### config.mk
export PLATFORM = sky130hd
export DESIGN_NAME = alu_operand_loader
export DESIGN_NICKNAME = d
export VERILOG_FILES = /design/src/rtl/alu_operand_loader_pkg.sv /design/src/rtl/alu_operand_loader_btn_debounce.sv /design/src/rtl/alu_operand_loader.sv
export SDC_FILE = /design/constraint.sdc
export NUM_CORES = 1
export LEC_CHECK = 0
export CORE_UTILIZATION = 45
export DETAILED_ROUTE_END_ITERATION = 10
export PLACE_DENSITY = 0.75
export SKIP_LAST_GASP = 1
export SYNTH_ARGS = -nofsm -noshare
export SYNTH_HDL_FRONTEND = slang
export SYNTH_SLANG_ARGS = --single-unit
### constraint.sdc
create_clock -name i_clk -period 1.37 [get_ports i_clk]
set_input_delay 0.3425 -clock i_clk [delete_from_list [all_inputs] [get_ports i_clk]]
set_output_delay 0.3425 -clock i_clk [all_outputs]
set_load 0.02 [all_outputs]
### src/rtl/alu_operand_loader_pkg.sv
// ============================================================================
// Module      : alu_operand_loader_pkg
// Description : Shared definitions for the ALU operand loader: loader FSM
//               state encodings and the default button debounce length.
//               Operand and opcode widths stay as parameters on the modules
//               that use them, matching the other datapath units.
// Revision    : 1.0 - initial release
// ============================================================================
`default_nettype none

package alu_operand_loader_pkg;

    // Loader FSM states. The encoding is visible on o_state and drives LEDs,
    // so the values are fixed.
    typedef enum logic [1:0] {
        ST_WAIT_A  = 2'd0,
        ST_WAIT_B  = 2'd1,
        ST_WAIT_OP = 2'd2,
        ST_READY   = 2'd3
    } state_t;

    // Default number of consecutive stable cycles needed to accept a
    // button level change.
    localparam int c_deb_cycles_default = 4;

endpackage : alu_operand_loader_pkg

`default_nettype wire

### src/rtl/alu_operand_loader_btn_debounce.sv
// ============================================================================
// Module      : btn_debounce
// Description : Synchroniser plus debouncer for one raw mechanical button.
//               The raw input passes through a 2-FF synchroniser. A counter
//               runs while the synchronised level differs from the
//               debounced level and clears whenever they agree. Once it has
//               reached DEB_CYCLES and the difference persists, the
//               debounced level toggles. A one-cycle pulse marks each
//               debounced 0->1 transition.
// Ports       : i_clk    - system clock
//               i_rst_n  - asynchronous active-low reset
//               i_btn    - raw, asynchronous, bouncy button input
//               o_level  - debounced button level
//               o_rise   - one-cycle pulse on debounced press
// Revision    : 1.0 - initial release
// ============================================================================
`default_nettype none

module btn_debounce
    import alu_operand_loader_pkg::*;
#(
    parameter int DEB_CYCLES = c_deb_cycles_default
) (
    input  logic i_clk,
    input  logic i_rst_n,
    input  logic i_btn,
    output logic o_level,
    output logic o_rise
);

    localparam int                 c_cnt_w   = $clog2(DEB_CYCLES + 1);
    localparam logic [c_cnt_w-1:0] c_cnt_max = c_cnt_w'(DEB_CYCLES);

    // Parameter sanity check at elaboration time.
    if (DEB_CYCLES < 2) begin : g_bad_deb_cycles
        $error("btn_debounce: DEB_CYCLES must be >= 2");
    end

    logic               r_sync1;
    logic               r_sync2;
    logic               r_level;
    logic               r_rise;
    logic [c_cnt_w-1:0] r_cnt;

    always_ff @(posedge i_clk or negedge i_rst_n) begin
        if (!i_rst_n) begin
            r_sync1 <= 1'b0;
            r_sync2 <= 1'b0;
            r_level <= 1'b0;
            r_rise  <= 1'b0;
            r_cnt   <= '0;
        end else begin
            r_sync1 <= i_btn;
            r_sync2 <= r_sync1;
            r_rise  <= 1'b0;
            if (r_sync2 == r_level) begin
                r_cnt <= '0;
            end else if (r_cnt == c_cnt_max) begin
                // Difference has persisted long enough: accept the new
                // level. Only a 0->1 acceptance raises the pulse.
                r_level <= ~r_level;
                r_rise  <= ~r_level;
                r_cnt   <= '0;
            end else begin
                r_cnt <= r_cnt + 1'b1;
            end
        end
    end

    assign o_level = r_level;
    assign o_rise  = r_rise;

endmodule : btn_debounce

`default_nettype wire

### src/rtl/alu_operand_loader.sv
// ============================================================================
// Module      : alu_operand_loader
// Description : Upstream stage of the ALU datapath. Captures operand A,
//               operand B and the opcode from the switch bank, one field per
//               debounced button press, in the fixed order A -> B -> OP.
//               Presents registered operands and opcode plus a valid flag
//               once all three fields are loaded. Pressing A from READY
//               starts a new transaction; B and OP keep their old values
//               until they are reloaded.
// Ports       : i_clk    - system clock
//               i_rst_n  - asynchronous active-low reset
//               i_sw     - switch bank, sampled on each load
//               i_btn_a  - raw button, load operand A
//               i_btn_b  - raw button, load operand B
//               i_btn_op - raw button, load opcode
//               o_a      - registered operand A
//               o_b      - registered operand B
//               o_op     - registered opcode (low OPW switch bits)
//               o_valid  - all three fields loaded (state READY)
//               o_state  - current FSM state, for LEDs
// Revision    : 1.0 - initial release
// ============================================================================
`default_nettype none

module alu_operand_loader
    import alu_operand_loader_pkg::*;
#(
    parameter int N          = 8,
    parameter int OPW        = 6,
    parameter int DEB_CYCLES = c_deb_cycles_default
) (
    input  logic           i_clk,
    input  logic           i_rst_n,
    input  logic [N-1:0]   i_sw,
    input  logic           i_btn_a,
    input  logic           i_btn_b,
    input  logic           i_btn_op,
    output logic [N-1:0]   o_a,
    output logic [N-1:0]   o_b,
    output logic [OPW-1:0] o_op,
    output logic           o_valid,
    output logic [1:0]     o_state
);

    // The opcode is taken from the low switch bits.
    if (OPW > N) begin : g_bad_opw
        $error("alu_operand_loader: OPW must be <= N");
    end

    // ------------------------------------------------------------------
    // Button conditioning: index 0 = A, 1 = B, 2 = OP.
    // ------------------------------------------------------------------
    logic [2:0] w_btn_raw;
    logic [2:0] w_pulse;
    logic [2:0] w_level_unused;   // debounced levels are not needed here

    assign w_btn_raw = {i_btn_op, i_btn_b, i_btn_a};

    for (genvar gi = 0; gi < 3; gi++) begin : g_debounce
        btn_debounce #(
            .DEB_CYCLES (DEB_CYCLES)
        ) u_btn_debounce (
            .i_clk   (i_clk),
            .i_rst_n (i_rst_n),
            .i_btn   (w_btn_raw[gi]),
            .o_level (w_level_unused[gi]),
            .o_rise  (w_pulse[gi])
        );
    end

    // ------------------------------------------------------------------
    // Loader FSM
    // ------------------------------------------------------------------
    state_t         r_state;
    state_t         w_state_nxt;
    logic           w_load_a;
    logic           w_load_b;
    logic           w_load_op;
    logic [N-1:0]   r_a;
    logic [N-1:0]   r_b;
    logic [OPW-1:0] r_op;
    logic           r_valid;

    // Only the pulse expected in the current state is looked at; any other
    // pulse in the same cycle is dropped, not remembered.
    always_comb begin
        w_state_nxt = r_state;
        w_load_a    = 1'b0;
        w_load_b    = 1'b0;
        w_load_op   = 1'b0;
        case (r_state)
            ST_WAIT_A, ST_READY: begin
                if (w_pulse[0]) begin
                    w_load_a    = 1'b1;
                    w_state_nxt = ST_WAIT_B;
                end
            end
            ST_WAIT_B: begin
                if (w_pulse[1]) begin
                    w_load_b    = 1'b1;
                    w_state_nxt = ST_WAIT_OP;
                end
            end
            ST_WAIT_OP: begin
                if (w_pulse[2]) begin
                    w_load_op   = 1'b1;
                    w_state_nxt = ST_READY;
                end
            end
            default: begin
                w_state_nxt = ST_WAIT_A;
            end
        endcase
    end

    always_ff @(posedge i_clk or negedge i_rst_n) begin
        if (!i_rst_n) begin
            r_state <= ST_WAIT_A;
            r_a     <= '0;
            r_b     <= '0;
            r_op    <= '0;
            r_valid <= 1'b0;
        end else begin
            r_state <= w_state_nxt;
            if (w_load_a) begin
                r_a <= i_sw;
            end
            if (w_load_b) begin
                r_b <= i_sw;
            end
            if (w_load_op) begin
                r_op <= i_sw[OPW-1:0];
            end
            // Registered from the next state so valid tracks r_state exactly,
            // falling in the same cycle A reloads from READY.
            r_valid <= (w_state_nxt == ST_READY);
        end
    end

    assign o_a     = r_a;
    assign o_b     = r_b;
    assign o_op    = r_op;
    assign o_valid = r_valid;
    assign o_state = r_state;

endmodule : alu_operand_loader

`default_nettype wire

==> results <==
- Dividing total power by cell area gives a power density of 1690 mW/mm².
- The fill cell total of the finished layout is 268.
- The area added between synthesis and finish is 32.0%.
- The finished cells cover 0.00240 mm².
- The final-layout setup total negative slack is -0.0465 ns.
- After clock tree synthesis, the clock-pin slew on the worst setup and hold paths is 0.08 ns.
- The path category of the worst min-delay check is in2async.
- Broken down by cell family, the worst path's largest delay share belongs to flip-flops.
- The startpoint kind of the worst setup timing path is a flop.
- For this block, the via count after detailed routing is 1089.
- The die width is 65.6 µm.
- The least setup slack across all paths after layout is -0.0431 ns.
- Setup repair after global routing could not meet its margin everywhere.
- After layout, the design draws a total of 4.05 mW.
- The total congestion overflow is 0.
- Based on the critical path, the design can be clocked at up to 0.708 GHz.
- The number of nets produced by synthesis is 147.
- Dividing the synthesized area by the synthesized cell count gives 14.6 µm².
- The clock root buffer is sky130_fd_sc_hd__clkbuf_8.
- The maximum clock path buffer count is 2.
- The final HPWL from detailed placement is 2.28 mm.
- The tightest hold path in the finished design has a slack of 0.00889 ns.
- The tool flagged a number of max-cap violations equal to 0.
- For the worst setup path, the data arrival time is 1.07 ns.
- Once detail routing completed, the nets flagged for antenna violations numbered 0.
- Of the synthesized area, sequential elements account for 0.632.
- Entering global routing, the biggest net connects 47 pins.
- The synthesis-stage register bit count is 46.
- The smallest clock period supported by the final layout is computed as 1.41 ns.
- The critical path class is reg2out.
- The sort of element at the end of the critical path is an output port.
- The setup fix buffers added after clock tree synthesis is 0.
- The maximum vdd drop is 717 µV.
- STA puts the critical path data required time at 1.03 ns.
- The aggregate global-route resource usage is 0.170.
- The final clock period utilization by the worst path is 1.03.
- The number of antenna diodes in the final layout is 0.
- The violation count after the first detailed-route iteration is 20.
- The fraction of post-synthesis cell area in the top cell type by area is 0.632.
- The final layout contains routed wiring with a total length of 3.21 mm.
- The distinct cell type count of the synthesized netlist is 19.
- The number of antenna violations at the first check in global routing is 0.
- The clock tree from TritonCTS is yes.
- The largest single stage delay on the critical path is 0.45 ns.
- The post-placement worst setup slack is -0.0356 ns.
- The sequential standard cell area is 0.00115 mm².
- For the worst-skew pair, the clock arrives at the later sink with an insertion delay of 0.30 ns.
- Together, buffers and inverters on the worst path number 1.
- The synthesized area is 0.00182 mm².
- The effective utilization at floorplan is 0.483.
- The global-route wire length before repair is 5.33 mm.
- The CTS sink count is 46.
- In the routed layout, each cell is associated on average with a via count of 4.95.
- In this run the worst path has a maximum fanout of 4.
- The count of buffers added on input and output ports is 37.
- Walking the worst path, the cells encountered are dlygate4sd2_1.
- The actual transition at the worst max-transition pin is 0.287 ns.
- The final hold violation count came to 0.
- The fraction of layout cells with a size suffix above 1 is 0.279.
- The number of pins exceeding their max-slew limit in the final report came to 0.
- The number of top-level pins is 38.
- The number of H-tree levels is 2.
- The final reports fail on setup timing.
- The die is 65.6 µm tall.
- The biggest area contributor in the post-synthesis netlist is sky130_fd_sc_hd__dfrtp_1.
- The placed instances occupy a cell area of 0.00229 mm².
- The instance count of the mapped netlist is 125.
- In this run the static leakage power is 1.08 nW.
- The library cell contributing the largest single delay on the critical path is sky130_fd_sc_hd__dfrtp_2.
- The routed length per placed instance is 14.6 µm.
- Setup violations remaining at the end of the flow were counted as 2.
- Ranked by total cell area, the synthesized netlist is headed by sky130_fd_sc_hd__dfrtp_1 63%, sky130_fd_sc_hd__mux2_2 15%, sky130_fd_sc_hd__ha_1 6.2%.
- The first detailed-routing pass took 4 iterations.
- The via count of the first global-routing pass is 1211.
- The floorplan has 22 rows.
- The die covers 0.00431 mm².
- In the final design database the tool counted 193 nets.
- The flow ran to the end, but the final reports show violations.
- The number of buffers created by CTS is 5.
- Summing all multi-input logic gate instances after layout gives 673 µm².
- For the final database, setup skew stands at 0.00687 ns.
- The headroom to the max-slew limit is 0.807.
- At the end of routability-driven placement, the weighted congestion stood at 0.809.
- The DRC violation count after routing is 0.
- For this run, the number of Yosys warnings is 0.
- The floorplan step defined a core boundary enclosing 0.00377 mm².
## per-stage QoR
stage	std cells	utilization
after global placement	212	0.608
after global routing	220	0.638
after CTS	220	0.633
after floorplan	125	-
after detailed placement	212	0.608
final	220	0.638
## layer usage
layer  share of wire  vias to the layer above  global-route usage
met1            0.43                      534               0.194
met2            0.50                       36               0.286
li1                -                      513                   -
met3           0.058                        6              0.0382
met5               0                        -                   0
met4           0.018                        0               0.109
## synthesized netlist by cell type
| cell | number |
|---|---|
| sky130_fd_sc_hd__dfrtp_1 | 46 |
| sky130_fd_sc_hd__mux2_2 | 25 |
| sky130_fd_sc_hd__ha_1 | 9 |
| sky130_fd_sc_hd__inv_1 | 9 |
| sky130_fd_sc_hd__nor2_1 | 8 |
| sky130_fd_sc_hd__nor3b_1 | 7 |
| sky130_fd_sc_hd__nand2_1 | 5 |
| sky130_fd_sc_hd__xnor2_1 | 3 |
| sky130_fd_sc_hd__mux2i_1 | 2 |
| sky130_fd_sc_hd__nor2b_1 | 2 |
| sky130_fd_sc_hd__a21oi_1 | 1 |
| sky130_fd_sc_hd__a32oi_2 | 1 |
| sky130_fd_sc_hd__and3b_1 | 1 |
| sky130_fd_sc_hd__nand2_4 | 1 |
| sky130_fd_sc_hd__nand2b_1 | 1 |
| sky130_fd_sc_hd__nand3b_1 | 1 |
| sky130_fd_sc_hd__nor3b_2 | 1 |
| sky130_fd_sc_hd__o21a_1 | 1 |
| sky130_fd_sc_hd__o31ai_1 | 1 |
## cell usage in the layout (no fill, tap or decap), types with 2 or more instances in the layout
cell	Yosys	final
sky130_fd_sc_hd__clkdlybuf4s50_1	0	11
sky130_fd_sc_hd__mux2i_1	2	2
sky130_fd_sc_hd__dlygate4sd2_1	0	8
sky130_fd_sc_hd__clkbuf_8	0	7
sky130_fd_sc_hd__clkdlybuf4s15_1	0	15
sky130_fd_sc_hd__xnor2_1	3	3
sky130_fd_sc_hd__nand2_1	5	3
sky130_fd_sc_hd__nor2_1	8	8
sky130_fd_sc_hd__ha_1	9	8
sky130_fd_sc_hd__inv_1	9	8
sky130_fd_sc_hd__dfrtp_2	0	2
sky130_fd_sc_hd__dfrtp_1	46	44
sky130_fd_sc_hd__nor3b_1	7	7
sky130_fd_sc_hd__nor2b_1	2	2
sky130_fd_sc_hd__mux2_2	25	25
## sequential cells by signal (all words and copies together) (netlist names), 3 cells and up
| signal | flops |
|---|---|
| o_b | 8 |
| g_debounce.u_btn_debounce.o_rise | 3 |
| g_debounce.u_btn_debounce.r_sync1 | 3 |
| o_a | 8 |
| g_debounce.u_btn_debounce.r_sync2 | 3 |
| g_debounce.u_btn_debounce.o_level | 3 |
| o_op | 6 |
| g_debounce.u_btn_debounce.r_cnt | 9 |
## logic make-up after synthesis
| kind of cell | synth area share |
|---|---|
| adders and majority gates | 0.0618 |
| AOI/OAI and AO/OA | 0.0199 |
| and+or+nand+nor | 0.0879 |
| muxes | 0.166 |
| buffers and inverters | 0.0185 |
| xor gates and xnor gates | 0.0144 |
| DFF | 0.632 |
## path summary, 6_finish.rpt
path	to	depth (start not counted)	start	slack, ns
setup / recovery	o_state[1]	1	o_state[1]	-0.04
hold / removal	o_a[0]	2	i_rst_n	0.009
setup reg to reg	o_valid	5	o_state[0]	0
hold reg to reg	g_debounce[0].u_btn_debounce.r_sync2	0	g_debounce[0].u_btn_debounce.r_sync1	0.35
max in group asynchronous	o_state[1]	2	i_rst_n	1.13
min in group i_clk	g_debounce[0].u_btn_debounce.r_sync2	0	g_debounce[0].u_btn_debounce.r_sync1	0.35
## cell type report
class	count	share of cell area
clock buffer	7	0.0401
inverter	9	0.0140
tap	48	0.0250
multi-input combinational	70	0.280
clock inverter	1	0.00364
sequential	46	0.480
timing repair buffer	39	0.158
## what timing repair did
| action | CTS | global route |
|---|---|---|
| hold endpoints to repair | 0 | 0 |
| resized for setup | 30 | 18 |
| setup endpoints to repair | 43 | 39 |
| hold buffers | 0 | 0 |
| pin swaps | 1 | 1 |
## where the power goes
part | switching (mW) | leakage (nW) | internal (mW)
Clock | 0.436 | 0.0544 | 0.462
Sequential | 0.197 | 0.563 | 1.68
Combinational | 0.655 | 0.465 | 0.628
Total | 1.29 | 1.08 | 2.77
(Power assumes the default switching activity.)
